## config.mk

```make
export PLATFORM = sky130hd
export DESIGN_NAME = regfile_write_arbiter
export DESIGN_NICKNAME = d
export VERILOG_FILES = /design/src/rtl/regfile_write_arbiter.sv
export SDC_FILE = /design/constraint.sdc
export NUM_CORES = 1
export LEC_CHECK = 0
export ABC_AREA = 0
export BUFFER_PORTS_ARGS = -buffer_cell sky130_fd_sc_hd__buf_4
export CAP_MARGIN = 40
export CORE_MARGIN = 1.5
export CORE_UTILIZATION = 40
export DETAILED_ROUTE_END_ITERATION = 12
export GPL_ROUTABILITY_DRIVEN = 0
export PLACE_DENSITY_LB_ADDON = 0.3
export SLEW_MARGIN = 25
export SYNTH_ARGS = -nofsm -noshare
export SYNTH_HDL_FRONTEND = slang
export SYNTH_SLANG_ARGS = --single-unit
```

## constraint.sdc

```tcl
create_clock -name Clk -period 9.2 [get_ports Clk]
set_clock_uncertainty 0.1 [all_clocks]
set_input_delay 1.84 -clock Clk [delete_from_list [all_inputs] [get_ports Clk]]
set_output_delay 1.84 -clock Clk [all_outputs]
set_load 0.01 [all_outputs]
```

## src/rtl/regfile_write_arbiter.sv

```systemverilog
// Register-file write arbiter: two writeback sources (ALU, load) each feed a
// small FIFO; a round-robin arbiter drains one head per cycle into a
// registered write stage. A scoreboard reports in-flight writes to RA/RB.
module regfile_write_arbiter #(
   parameter int DEPTH    = 2,
   parameter int DATA_W   = 64,
   parameter int ADDR_W   = 5,
   parameter int ZERO_REG = 31
) (
   input  logic              Clk,
   input  logic              Reset,
   input  logic              Req0Valid,
   output logic              Req0Ready,
   input  logic [ADDR_W-1:0] Req0RW,
   input  logic [DATA_W-1:0] Req0Data,
   input  logic              Req1Valid,
   output logic              Req1Ready,
   input  logic [ADDR_W-1:0] Req1RW,
   input  logic [DATA_W-1:0] Req1Data,
   input  logic [ADDR_W-1:0] RA,
   input  logic [ADDR_W-1:0] RB,
   output logic              PendA,
   output logic              PendB,
   output logic              RegWr,
   output logic [ADDR_W-1:0] RW,
   output logic [DATA_W-1:0] BusW,
   output logic              Idle
);

   localparam int                PTR_W     = (DEPTH > 1) ? $clog2(DEPTH) : 1;
   localparam logic [ADDR_W-1:0] ZERO_ADDR = ADDR_W'(ZERO_REG);
   localparam logic [PTR_W:0]    FULL_CNT  = (PTR_W+1)'(DEPTH);

   // Stage p0: per-source FIFO storage and occupancy
   logic [ADDR_W-1:0] rwMem_p0   [2][DEPTH];
   logic [DATA_W-1:0] dataMem_p0 [2][DEPTH];
   logic [PTR_W-1:0]  rdPtr_p0   [2];
   logic [PTR_W-1:0]  wrPtr_p0   [2];
   logic [PTR_W:0]    count_p0   [2];
   logic              rrPtr_p0;

   logic [ADDR_W-1:0] reqRw   [2];
   logic [DATA_W-1:0] reqData [2];
   logic [1:0]        reqValid;
   logic [1:0]        reqReady;
   logic [1:0]        push;
   logic [1:0]        notEmpty;
   logic [1:0]        grant;
   logic              grantSrc;
   logic [ADDR_W-1:0] headRw;
   logic [DATA_W-1:0] headData;

   // Stage p1: registered register-file write port
   logic              regWr_p1;
   logic [ADDR_W-1:0] rw_p1;
   logic [DATA_W-1:0] busW_p1;

   // Gather both sources into arrays; Ready depends on occupancy only
   always_comb begin
      reqRw[0]   = Req0RW;
      reqRw[1]   = Req1RW;
      reqData[0] = Req0Data;
      reqData[1] = Req1Data;
      reqValid   = {Req1Valid, Req0Valid};
      for (int s = 0; s < 2; s++) begin
         notEmpty[s] = (count_p0[s] != '0);
         reqReady[s] = !Reset && (count_p0[s] != FULL_CNT);
         push[s]     = reqValid[s] && reqReady[s];
      end
   end

   assign Req0Ready = reqReady[0];
   assign Req1Ready = reqReady[1];

   // Round-robin grant: a lone non-empty FIFO wins, otherwise the pointer source wins
   always_comb begin
      grant = '0;
      if (notEmpty[0] && notEmpty[1]) begin
         grant[rrPtr_p0] = 1'b1;
      end else begin
         grant = notEmpty;
      end
      grantSrc = grant[1];
      headRw   = rwMem_p0[grantSrc][rdPtr_p0[grantSrc]];
      headData = dataMem_p0[grantSrc][rdPtr_p0[grantSrc]];
   end

   // FIFO payload storage; contents are meaningless unless counted as occupied
   always_ff @(posedge Clk) begin
      for (int s = 0; s < 2; s++) begin
         if (push[s]) begin
            rwMem_p0[s][wrPtr_p0[s]]   <= reqRw[s];
            dataMem_p0[s][wrPtr_p0[s]] <= reqData[s];
         end
      end
   end

   // FIFO pointers/occupancy and the round-robin pointer
   always_ff @(posedge Clk) begin
      if (Reset) begin
         for (int s = 0; s < 2; s++) begin
            rdPtr_p0[s] <= '0;
            wrPtr_p0[s] <= '0;
            count_p0[s] <= '0;
         end
         rrPtr_p0 <= 1'b0;
      end else begin
         for (int s = 0; s < 2; s++) begin
            if (push[s]) wrPtr_p0[s] <= wrPtr_p0[s] + PTR_W'(1);
            if (grant[s]) rdPtr_p0[s] <= rdPtr_p0[s] + PTR_W'(1);
            case ({push[s], grant[s]})
               2'b10:   count_p0[s] <= count_p0[s] + (PTR_W+1)'(1);
               2'b01:   count_p0[s] <= count_p0[s] - (PTR_W+1)'(1);
               default: count_p0[s] <= count_p0[s];
            endcase
         end
         // Any grant, lone or contended, hands the next turn to the other source
         if (|grant) rrPtr_p0 <= ~grantSrc;
      end
   end

   // Write stage: zero-register writes consume the grant but never assert RegWr
   always_ff @(posedge Clk) begin
      if (Reset) begin
         regWr_p1 <= 1'b0;
         rw_p1    <= '0;
         busW_p1  <= '0;
      end else begin
         regWr_p1 <= (|grant) && (headRw != ZERO_ADDR);
         if (|grant) begin
            rw_p1   <= headRw;
            busW_p1 <= headData;
         end
      end
   end

   assign RegWr = regWr_p1;
   assign RW    = rw_p1;
   assign BusW  = busW_p1;
   assign Idle  = !notEmpty[0] && !notEmpty[1] && !regWr_p1;

   // Scoreboard: match RA/RB against every occupied FIFO entry and the live write
   always_comb begin
      logic hitA;
      logic hitB;
      hitA = regWr_p1 && (rw_p1 == RA);
      hitB = regWr_p1 && (rw_p1 == RB);
      for (int s = 0; s < 2; s++) begin
         for (int k = 0; k < DEPTH; k++) begin
            if ((PTR_W+1)'(k) < count_p0[s]) begin
               if (rwMem_p0[s][rdPtr_p0[s] + PTR_W'(k)] == RA) hitA = 1'b1;
               if (rwMem_p0[s][rdPtr_p0[s] + PTR_W'(k)] == RB) hitB = 1'b1;
            end
         end
      end
      PendA = hitA && (RA != ZERO_ADDR);
      PendB = hitB && (RB != ZERO_ADDR);
   end

endmodule

```

-- Yosys cells after proc, flatten, opt, wreduce, memory -nomap -nowiden
Memory sizes are Yosys's and may differ from the RTL's.
Cells that the tools add are included.
- add/sub/neg operators: 8
- multipliers: 0
- div/mod/pow operators: 0
- $lt $le $gt $ge: 15
- equal/unequal tests: 19
- shift operators: 0
- mux-type cells: 91
- bitwise logic cells: 18
- reductions and logical operators: 24
- operators with widths (kind ; count):
    two-way mux 64 bit ; 5
    two-way mux 128 bit ; 2
    demux 64 bit (select 1 bit) ; 2
    two-way mux 5 bit ; 17
    two-way mux 1 bit ; 53
    == test 5 bit ; 10
    two-way mux 10 bit ; 2
    logical AND 1 bit ; 15
    inequality test 5 bit (second input constant) ; 3
    greater-or-equal comparator 2 bit (second input constant) ; 7
    two-way mux 2 bit ; 7
    NOT 1 -> 2 bit ; 7
    demux 5 bit (select 1 bit) ; 2
    OR 1 bit ; 10
    < comparator 1 x 2 -> 1 bit (first input constant) ; 4
    OR reduction 2 bit ; 3
    adder 1 bit (second input constant) ; 4
    adder 2 x 1 -> 2 bit (second input constant) ; 2
    == test 2 x 1 -> 1 bit (second input constant) ; 2
    == test 2 bit (second input constant) ; 2
    zero test 1 bit ; 4
    < comparator 2 x 1 -> 1 bit (second input constant) ; 2
    inequality test 2 bit (second input constant) ; 2
    nonzero test 2 bit ; 2
    5 further kinds ; 6
- bits in registers: 71
- bits in latches: 0
- memory bits (writable): 284
- bits in read-only memories: 0
- input bits: 152
- output and inout bits: 75
- word-level logic and storage cells: 184
- memories: 5
- memories (name ; words ; width ; read ports ; clocked after memory_dff ; wr ports ; RTL line ; text):
    dataMem_p0 ; 2 ; 128 ; 1 ; 0 ; 2 ; 36 ; logic [DATA_W-1:0] dataMem_p0 [2][DEPTH];
    rwMem_p0 ; 2 ; 10 ; 3 ; 0 ; 2 ; 35 ; logic [ADDR_W-1:0] rwMem_p0 [2][DEPTH];
    count_p0 ; 2 ; 2 ; 2 ; 0 ; 2 ; 39 ; logic [PTR_W:0] count_p0 [2];
    rdPtr_p0 ; 2 ; 1 ; 3 ; 0 ; 2 ; 37 ; logic [PTR_W-1:0] rdPtr_p0 [2];
    wrPtr_p0 ; 2 ; 1 ; 2 ; 0 ; 2 ; 38 ; logic [PTR_W-1:0] wrPtr_p0 [2];

-- Logic depth before layout (Yosys ltp)
Gate-level depths: netlist of the first run.
- depth after elaboration: 14
- depth in mapped cells: 11
- gate-level depth less buffers: 9

-- Least setup slack after synthesis of the first run
Ideal clock, no wire load.
- path kind: input to register
- start: in Reset
- end: mem dataMem_p0[1][100] in the netlist's numbering, enable pin
- library setup time: 0.497 ns
- arrival time: 5.325 ns
- required time: 8.603 ns
- setup slack: 3.278 ns
- stages on the path: 4
- buffers on the path: 1
- path through: clkbuf_1 -> nor2_1 -> nand2_1 -> nor2_1
- RTL lines (item ; RTL line ; text):
    from (decl) ; 11 ; input logic Reset,
    to (decl) ; 36 ;

==> results of run 1 <==
-- layer usage --
metal,track usage (%),wire [microns],vias up,part of all wire [%]
met5,0,0,-,0
met4,5.98,736,0,2.4
met3,4.15,2090,50,6.8
met2,28.7,15000,252,49
met1,21.7,13100,4008,42
li1,-,-,3860,-
-- power by group through the flow --
stage               Clock [mW]  Combinational [mW]  Sequential [mW]
floorplan                    0                1.02             2.20
global placement             0                1.63             2.17
detailed placement           0                1.69             2.17
CTS                       1.50                1.70             2.14
global route              1.57                1.82             2.16
finish                    1.46                1.66             2.14
-- cells in the final DEF, fill, tap and decap left out, types with 6 or more instances in the layout --
cell type,n
sky130_fd_sc_hd__a32o_1,65
sky130_fd_sc_hd__nor3_1,6
sky130_fd_sc_hd__nor2_1,12
sky130_fd_sc_hd__xor2_1,40
sky130_fd_sc_hd__clkinv_2,9
sky130_fd_sc_hd__buf_4,235
sky130_fd_sc_hd__xnor2_1,11
sky130_fd_sc_hd__nand4_1,9
sky130_fd_sc_hd__clkbuf_1,9
sky130_fd_sc_hd__nand2_1,140
sky130_fd_sc_hd__dfxtp_1,71
sky130_fd_sc_hd__edfxtp_1,284
sky130_fd_sc_hd__clkbuf_16,38
sky130_fd_sc_hd__ha_1,10
sky130_fd_sc_hd__mux2i_1,150
sky130_fd_sc_hd__inv_1,10
-- state kept, by name, summed over array words and instances (netlist names) --
register	count
BusW	64
rwMem_p0	20
RegWr	1
count_p0	4
dataMem_p0	256
rdPtr_p0	2
RW	5
wrPtr_p0	2
rrPtr_p0	1
-- per-stage QoR --
stage / util [%] / area, sq um
after floorplan: - / 13900
after global placement: 46.6 / 16000
after detailed placement: 47.0 / 16200
after CTS: 50.5 / 17400
after global routing: 50.6 / 17400
final: 50.6 / 17400
-- logic make-up after synthesis --
| family | synth area share [%] |
|---|---|
| DFF | 71.6 |
| adders and majority gates | 0.901 |
| buffers and inverters | 2.26 |
| AOI/OAI and AO/OA | 5.59 |
| and+or+nand+nor | 5.40 |
| xor gates and xnor gates | 3.22 |
| muxes | 11.0 |
-- layout make-up --
| class | count | area (sq um) | area share [%] |
|---|---|---|---|
| antenna | 2 | 5.00 | 0.0288 |
| clock buffer | 50 | 1030 | 5.90 |
| clock inverter | 17 | 179 | 1.03 |
| inverter | 11 | 41.3 | 0.238 |
| multi-input combinational | 481 | 3680 | 21.2 |
| sequential | 355 | 9950 | 57.2 |
| tap | 455 | 569 | 3.28 |
| timing repair buffer | 243 | 1930 | 11.1 |
-- worst register-to-register path: cells and delay by family, from the launching register on --
kind | cells | cell delay, ps
buf+inv | 3 | 1150
simple gates | 3 | 430
flops | 1 | 380
fa+ha+maj | 1 | 330
compound gates | 1 | 290
-- final timing paths --
check | to | slack, ps | cells after the start
min | BusW[38]$_SDFFE_PP0P_ | 370 | 1
max | PendB | 3990 | 10
max reg2reg | RW[2]$_SDFFE_PP0P_ | 6410 | 8
min reg2reg | BusW[38]$_SDFFE_PP0P_ | 370 | 1
==> reports/results.txt, run 1 <==
Main area contributors after synthesis - sky130_fd_sc_hd__edfxtp_1 (61%), sky130_fd_sc_hd__mux2i_1 (11%), sky130_fd_sc_hd__dfxtp_1 (10%)
Slew at the pin with the worst max-slew slack - 822 ps
Slew headroom - 45.2%
Post-synth top area cell - sky130_fd_sc_hd__edfxtp_1
Final std cells w/o fill - 1,614
Total buffers and inverters traversed by the critical path - 4
Layout area overhead - 25.1%
Share of the cycle needed by the critical path after routing - 56.6%
Placeable core area - 34,400 sq um
Total internal power - 3.60 mW
Count of maximum capacitance violations - 0
Number of top-level pins - 227
Launching element of the worst setup path - rdPtr_p0[1]$_SDFFCE_PN0P_
Placement Rows - 68
Share of layout cells above drive strength 1 - 26.8%
Setup crit end kind - primary output
Status - finished clean
Hold/Removal Path Class - flop to flop
Total wire length - 30,900 microns
Most used standard cell by instance count after synthesis - sky130_fd_sc_hd__edfxtp_1
TritonCTS Buffers - 37
Average instance area after synthesis - 15.4 sq um
Number of warnings issued by yosys - 0
Initial antenna violation count - 2
Fill cell instance count of the final layout - 2,966
CTS root buffer - sky130_fd_sc_hd__clkbuf_16
Via count of the first global-routing pass - 8,442
First-pass GRT wire length - 47,300 microns
WP data arrival - 3270 ps
P_sw - 1.66 mW
Overall power after layout - 5.26 mW
Count of final max-slew check failures - 0
Final Setup Violations - 0
Hold Vio Cnt, Final - 0
Hold buffers post-CTS - 0
Part of the power in registers - 40.6%
Initial cell density of the core - 40.4%
Average routed wire per standard cell - 19.1 microns
Drt drc - 0
Clock sink count - 355
Maximum number of pins on one net before global-route repair - 70
CTS H-tree depth - 2
Hold path startpoint - BusW[38]$_SDFFE_PP0P_
Number of enable-type register cells in the synthesized netlist - 284
CTS tree - done
Setup WS pre-CTS - 4270 ps
Clock slew at reported path FFs - 60 ps
Share of the yosys chip area belonging to registers - 71.6%
Worst flop-to-flop path startpoint - count_p0[0][0]$_SDFFCE_PN0P_
Sum of overflow across all layers after global routing - 0
Post-route minimum period - 5210 ps
Initial detailed-routing violation count - 475
Routed Antenna Nets - 0
Max stage delay cell, worst path - sky130_fd_sc_hd__mux2i_1
DIE HEIGHT - 189 microns
Total GRT Usage - 17.1%
Input/output buffers - 226
Required time worst endpoint - 7260 ps
Kind of cell adding the most delay to the critical path - buffers and inverters
Type of the worst setup path - flop to primary output
Cell with the most instances on the worst path - sky130_fd_sc_hd__buf_4
Buffer levels on the longest clock path - 3
Vias - 8,170
Synthesized net count - 1,066
# placed instances - 1,545
Total iterations of the first detailed-routing run - 5
Die Footprint - 35,900 sq um
Achievable clock frequency - 192 MHz
Total power density per cell area - 303 nW/um^2
Crit path cell chain - buf_4, buf_4, buf_16, mux2i_1, xor2_1, nand4_1, nor3_1, nor4_1, a31oi_1, buf_4
Worst hold-check slack - 371 ps
Setup TNS - 0 ps
Portion of total power attributed to combinational logic - 31.6%
Detail Placement HPWL - 19,800 microns
Combined area of all synthesized cells - 13,900 sq um
Primary FF master, synth - sky130_fd_sc_hd__edfxtp_1
Worst-Skew Late Latency - 510 ps
Largest vdd supply drop - 0.000166 V
Setup repair after global routing missed its margin - false
Share of flip-flops with an asynchronous set or reset after synthesis - 0%
Die extent in x - 189 microns
Post-synth cell types - 32
Share of the synthesized area in the top cell type - 61.4%
Most frequent cells after synthesis - sky130_fd_sc_hd__edfxtp_1 (284), sky130_fd_sc_hd__mux2i_1 (150), sky130_fd_sc_hd__nand2_1 (140)
Post-CTS setup-driven buffer insertion count - 0
Critical path fanouts, max - 36
Switching fraction of total power - 31.6%
Worst setup margin - 3990 ps
Clock power share - 27.8%
Post-CTS resize count - 0
LEAKAGE - 6.61 nW
Cell count after synthesis - 904
Detailed-route vias per instance - 5.06
Post-synthesis sequential element count - 355
Type of element launching the critical path - flop
Post-layout net count - 1,291
Crit-path max cell delay - 410 ps
Power figures use the tool's default switching activity.
==> inputs of run 2 (changes only) <==
clock period = 5 ns   (was 9.2 ns; I/O delays follow)
==> run 2 against run 1 <==
  * Global-route usage up 0.25 points
  * Clock-buffer cell count is 2 higher
  * Sequential power rose by 85%
  * Hold slack lost 3.5 ps
  * Non-clock buffer count is 2 higher
  * Combinational power increased by 86%
  * Final cell count unchanged
  * Utilization grew 0.16 points
  * Highest routed layer unchanged
==> reports/results.txt, run 2 (same netlist as run 1, synthesis figures left out) <==
Status - finished clean
Setup WS pre-CTS - 1720 ps
Post-CTS resize count - 0
Share of layout cells above drive strength 1 - 26.7%
Hold buffers post-CTS - 0
Total wire length - 31,400 microns
Slew at the pin with the worst max-slew slack - 763 ps
Cell area after layout - 17,400 sq um
Via count of the first global-routing pass - 8,560
Setup TNS - 0 ps
Input/output buffers - 226
Average routed wire per standard cell - 19.4 microns
Kind of cell adding the most delay to the critical path - flip-flops
Maximum number of pins on one net before global-route repair - 43
Achievable clock frequency - 271 MHz
Total buffers and inverters traversed by the critical path - 1
Utilization after layout - 50.7%
Required time worst endpoint - 3900 ps
Hold Vio Cnt, Final - 0
Detail Placement HPWL - 21,100 microns
Total iterations of the first detailed-routing run - 5
Post-route minimum period - 3690 ps
Drt drc - 0
Commonest non-fill, non-tap cells in the layout - sky130_fd_sc_hd__edfxtp_1 (284), sky130_fd_sc_hd__buf_4 (236), sky130_fd_sc_hd__mux2i_1 (150)
Crit-path max cell delay - 730 ps
Initial cell density of the core - 40.4%
Critical path fanouts, max - 12
Initial antenna violation count - 0
Vias - 8,166
Count of final max-slew check failures - 0
Setup crit end kind - primary output
Worst hold path cell count - 1
Worst setup margin - 1310 ps
CTS tree - done
Diode count - 0
CTS root buffer - sky130_fd_sc_hd__clkbuf_16
Sequential cell area - 9950 sq um
Placeable core area - 34,400 sq um
Routed Antenna Nets - 0
Total GRT Usage - 17.4%
Post-layout net count - 1,294
Clock slew at reported path FFs - 50 ps
Buffer levels on the longest clock path - 3
Area of placed instances - 16,200 sq um
Crit path cell chain - mux2i_1, xor2_1, nand4_1, o31ai_1, nor4_1, a31oi_1, buf_4
Final Setup Violations - 0
First-pass GRT wire length - 48,000 microns
Post-CTS setup-driven buffer insertion count - 0
Type of the worst setup path - flop to primary output
Largest vdd supply drop - 0.000384 V
# placed instances - 1,546
Share of the cycle needed by the critical path after routing - 73.8%
TritonCTS Buffers - 38
Setup repair after global routing missed its margin - false
Count of maximum capacitance violations - 0
Sum of overflow across all layers after global routing - 0
Initial detailed-routing violation count - 467
CP Depth - 7
Flip-flop count of the largest register after layout - 256
CTS H-tree depth - 2
Most frequent standard cell in the layout excluding fill and tap cells - sky130_fd_sc_hd__edfxtp_1
Fill cell instance count of the final layout - 2,948
Total power density per cell area - 555 nW/um^2
Die Footprint - 35,900 sq um
Hold/Removal Path Class - flop to flop
Type of element launching the critical path - flop
Worst Reg-to-Reg Cells - 9
Max stage delay cell, worst path - sky130_fd_sc_hd__edfxtp_1
Placement Rows - 68
WP data arrival - 2590 ps
DIE HEIGHT - 189 microns
Detailed-route vias per instance - 5.06
Worst-Skew Late Latency - 500 ps
Clock sink count - 355
Combined area of the multi-input logic cells - 3680 sq um
Slew headroom - 49.2%
LEAKAGE - 6.64 nW
Layout area overhead - 25.5%
Die extent in x - 189 microns
Final std cells w/o fill - 1,614
Number of top-level pins - 227
-- run 2: cell count changes in the layout (fill, tap and decap cells not counted), sizes merged --
| cell | change |
|---|---|
| clkinvlp | -1 |
| buf | +2 |
| inv | +1 |
| diode | -2 |
| bufinv | -2 |
| clkbuf | +2 |
-- run 2: worst register-to-register path, cell delays in order, from the launching register on --
cell and delay (ps):
sky130_fd_sc_hd__edfxtp_1 410, sky130_fd_sc_hd__inv_1 100, sky130_fd_sc_hd__ha_1 380, sky130_fd_sc_hd__nor2_1 120
sky130_fd_sc_hd__nor2_4 110, sky130_fd_sc_hd__buf_4 360, sky130_fd_sc_hd__buf_16 280, sky130_fd_sc_hd__mux2i_1 380
sky130_fd_sc_hd__nand4_1 140, sky130_fd_sc_hd__o21a_1 200
-- run 2: final timing paths --
path | start | end | slack [ps]
max | rdPtr_p0[0]$_SDFFCE_PN0P_ | PendB | 1310
min | BusW[57]$_SDFFE_PP0P_ | BusW[57]$_SDFFE_PP0P_ | 370
max reg2reg | count_p0[0][0]$_SDFFCE_PN0P_ | RegWr$_SDFF_PP0_ | 2310
min reg2reg | BusW[57]$_SDFFE_PP0P_ | BusW[57]$_SDFFE_PP0P_ | 370
-- run 2: per-layer routing --
| metal | GRT usage [%] | vias up | routed length [microns] |
|---|---|---|---|
| li1 | - | 3868 | - |
| met5 | 0 | - | 0 |
| met1 | 22.9 | 4027 | 13800 |
| met4 | 5.13 | 0 | 752 |
| met3 | 3.82 | 54 | 1740 |
| met2 | 28.8 | 217 | 15100 |
-- run 2: metrics by stage --
stage                     hold WS, ps  power [mW]
after CTS                         369        9.81
final                             368        9.68
after floorplan                   338        5.93
after global routing              381        10.2
after global placement            352        6.99
after detailed placement          360        7.15
-- run 2: power breakdown --
part	switching, mW	total (mW)	internal (mW)
logic	1.72	3.09	1.37
clock network	1.07	2.64	1.56
registers	0.268	3.96	3.69
total	3.06	9.68	6.63
-- run 2: cell type report --
cell class	count	area share [%]
sequential	355	57.1
multi-input combinational	481	21.1
timing repair buffer	245	11.5
clock buffer	52	6.22
tap	455	3.27
clock inverter	15	0.567
inverter	11	0.237
==> inputs of run 3 (changes only) <==
ABC_AREA = 1   (was 0)
clock period = 3.4 ns   (was 5 ns; I/O delays follow)
==> run 3 against run 2 <==
  * Flip-flop and latch count did not move
  * Critical endpoint is now PendA
  * Largest cell class unchanged
  * Clock power is 52% higher
  * Final cell count rose by 30%
  * Global-route usage is 2.5 points higher
==> reports/results.txt, run 3 <==
Total iterations of the first detailed-routing run - 5
Share of flip-flops with an asynchronous set or reset after synthesis - 0%
Number of top-level pins - 227
First-pass GRT wire length - 56,800 microns
Cell area after layout - 17,900 sq um
Average routed wire per standard cell - 17.6 microns
Detailed-route vias per instance - 5.13
Share of the cycle needed by the critical path after routing - 94.4%
Buffer levels on the longest clock path - 3
Post-CTS resize count - 0
Worst setup margin - 191 ps
Average instance area after synthesis - 10.3 sq um
Input/output buffers - 226
Via count of the first global-routing pass - 10,471
Share of the yosys chip area belonging to registers - 69.1%
Overall power after layout - 15.8 mW
Hold Vio Cnt, Final - 0
LEAKAGE - 7.42 nW
Routed Antenna Nets - 0
Sum of overflow across all layers after global routing - 0
Share of the synthesized area in the top cell type - 59.2%
Clock slew at reported path FFs - 60 ps
Setup WS pre-CTS - 718 ps
Diode count - 0
Worst hold-check slack - 240 ps
Crit path cell chain - inv_2, nand2_1, and2_1, nor2_1, nor2_1, nand3_1, nand2_1, nor2_1, nor2_1, buf_4
Most frequent cells after synthesis - sky130_fd_sc_hd__nand2_1 (563), sky130_fd_sc_hd__edfxtp_1 (284), sky130_fd_sc_hd__nand3_1 (252)
Share of layout cells above drive strength 1 - 19.0%
Max stage delay cell, worst path - sky130_fd_sc_hd__edfxtp_1
Fill cell instance count of the final layout - 3,216
Die Footprint - 37,100 sq um
Utilization after layout - 50.5%
Post-layout net count - 1,774
Total wire length - 37,100 microns
Type of element launching the critical path - flop
P_sw - 6.00 mW
Clock power share - 25.3%
Largest vdd supply drop - 0.000644 V
Drt drc - 0
Placement Rows - 69
Critical path fanouts, max - 15
Worst-Skew Late Latency - 520 ps
Initial detailed-routing violation count - 676
Post-synth cell types - 24
Die extent in x - 193 microns
Total internal power - 9.83 mW
Post-synth top area cell - sky130_fd_sc_hd__edfxtp_1
Post-synthesis sequential element count - 355
Setup repair after global routing missed its margin - false
Final Setup Violations - 0
Switching fraction of total power - 37.9%
Number of warnings issued by yosys - 0
CTS tree - done
Vias - 10,778
Count of final max-slew check failures - 0
DIE HEIGHT - 193 microns
Slew headroom - 52.9%
Slew at the pin with the worst max-slew slack - 706 ps
Primary FF master, synth - sky130_fd_sc_hd__edfxtp_1
Part of the power in registers - 36.4%
Clock sink count - 355
CTS root buffer - sky130_fd_sc_hd__clkbuf_16
Status - finished clean
Total GRT Usage - 19.9%
Post-CTS setup-driven buffer insertion count - 0
Most used standard cell by instance count after synthesis - sky130_fd_sc_hd__nand2_1
Flip-flop count of the largest register after layout - 256
Hold buffers post-CTS - 0
Total power density per cell area - 884 nW/um^2
Count of maximum capacitance violations - 0
Type of the worst setup path - flop to primary output
Cell count after synthesis - 1,393
Cell with the most instances on the worst path - sky130_fd_sc_hd__nor2_1
Main area contributors after synthesis - sky130_fd_sc_hd__edfxtp_1 (59%), sky130_fd_sc_hd__nand2_1 (15%), sky130_fd_sc_hd__dfxtp_1 (9.9%)
TritonCTS Buffers - 38
Post-route minimum period - 3210 ps
Initial cell density of the core - 40.6%
Layout area overhead - 24.4%
Achievable clock frequency - 312 MHz
Maximum number of pins on one net before global-route repair - 87
Combined area of all synthesized cells - 14,400 sq um
Portion of total power attributed to combinational logic - 38.3%
Number of enable-type register cells in the synthesized netlist - 284
Hold/Removal Path Class - input pin to flop
CTS H-tree depth - 2
Commonest non-fill, non-tap cells in the layout - sky130_fd_sc_hd__nand2_1 (563), sky130_fd_sc_hd__edfxtp_1 (284), sky130_fd_sc_hd__nand3_1 (252)
Most frequent standard cell in the layout excluding fill and tap cells - sky130_fd_sc_hd__nand2_1
Area of placed instances - 16,700 sq um
Worst Reg-to-Reg Cells - 9
Initial antenna violation count - 1
Setup crit end kind - primary output
Worst hold path cell count - 1
Synthesized net count - 1,555
Crit-path max cell delay - 720 ps
Detail Placement HPWL - 23,100 microns
WP data arrival - 2430 ps
Placeable core area - 35,500 sq um
Required time worst endpoint - 2620 ps
[run 3: cell types whose count changed after synthesis, moves of 6 or more]
cell,change
sky130_fd_sc_hd__xnor2_1,-10
sky130_fd_sc_hd__a21oi_1,+7
sky130_fd_sc_hd__mux2i_1,-150
sky130_fd_sc_hd__nand2_1,+423
sky130_fd_sc_hd__a32o_1,-65
sky130_fd_sc_hd__xor2_1,-39
sky130_fd_sc_hd__nand4_1,-9
sky130_fd_sc_hd__nand3_1,+250
sky130_fd_sc_hd__nor2_1,+37
sky130_fd_sc_hd__inv_1,+32
sky130_fd_sc_hd__clkbuf_1,-6
sky130_fd_sc_hd__buf_2,+22
sky130_fd_sc_hd__o21ai_0,+20
[run 3: path summary, 6_finish.rpt]
check / end / slack (ps) / startpoint
worst max-delay path: PendA / 190 / rdPtr_p0[1]$_SDFFCE_PN0P_
worst min register to register: BusW[56]$_SDFFE_PP0P_ / 350 / BusW[56]$_SDFFE_PP0P_
worst max register to register: count_p0[1][1]$_DFFE_PP_ / 700 / count_p0[1][0]$_DFFE_PP_
worst min-delay path: dataMem_p0[1][11]$_DFFE_PP_ / 240 / Req1Data[11]
[run 3: worst max-delay path, delay by kind of cell, from the launching register on]
| family | cells | cell delay [ps] |
|---|---|---|
| buffers and inverters | 2 | 370 |
| flip-flops | 1 | 720 |
| AND/OR/NAND/NOR | 8 | 800 |
[run 3: per-stage QoR]
stage	instances	TNS [ps]
finish	2103	0
global route	2103	0
CTS	2103	0
detailed placement	2033	0
global placement	2032	0
floorplan	1393	-11830
[run 3: final cells by class]
class	count	area (sq um)	area share, %
Sequential cell	355	9950	55.6
Multi-Input combinational cell	927	4030	22.5
Timing Repair Buffer	244	1940	10.8
Clock buffer	60	1160	6.46
Tap cell	461	577	3.22
Inverter	46	174	0.971
Clock inverter	10	81.3	0.454
[run 3: cell families after synthesis]
kind of cell / after synthesis / synth area share [%]
compound gates: 44 / 1.69
fa+ha+maj: 10 / 0.869
buf+inv: 111 / 3.28
simple gates: 871 / 24.9
xor+xnor: 2 / 0.122
flops: 355 / 69.1
[run 3: power by group through the flow]
stage	logic, mW	registers [mW]	clock network [mW]
5_1_grt	6.85	5.81	4.26
3_3_place_gp	5.97	5.81	0
4_1_cts	6.15	5.75	4.11
6_report	6.07	5.75	4.01
3_5_place_dp	6.13	5.84	0
2_1_floorplan	3.88	5.89	0
[run 3: metal layers]
layer,GRT usage (%),wire length [microns]
met5,0,12
met4,5.52,812
met3,3.26,2460
met2,34.0,18000
met1,26.1,15800
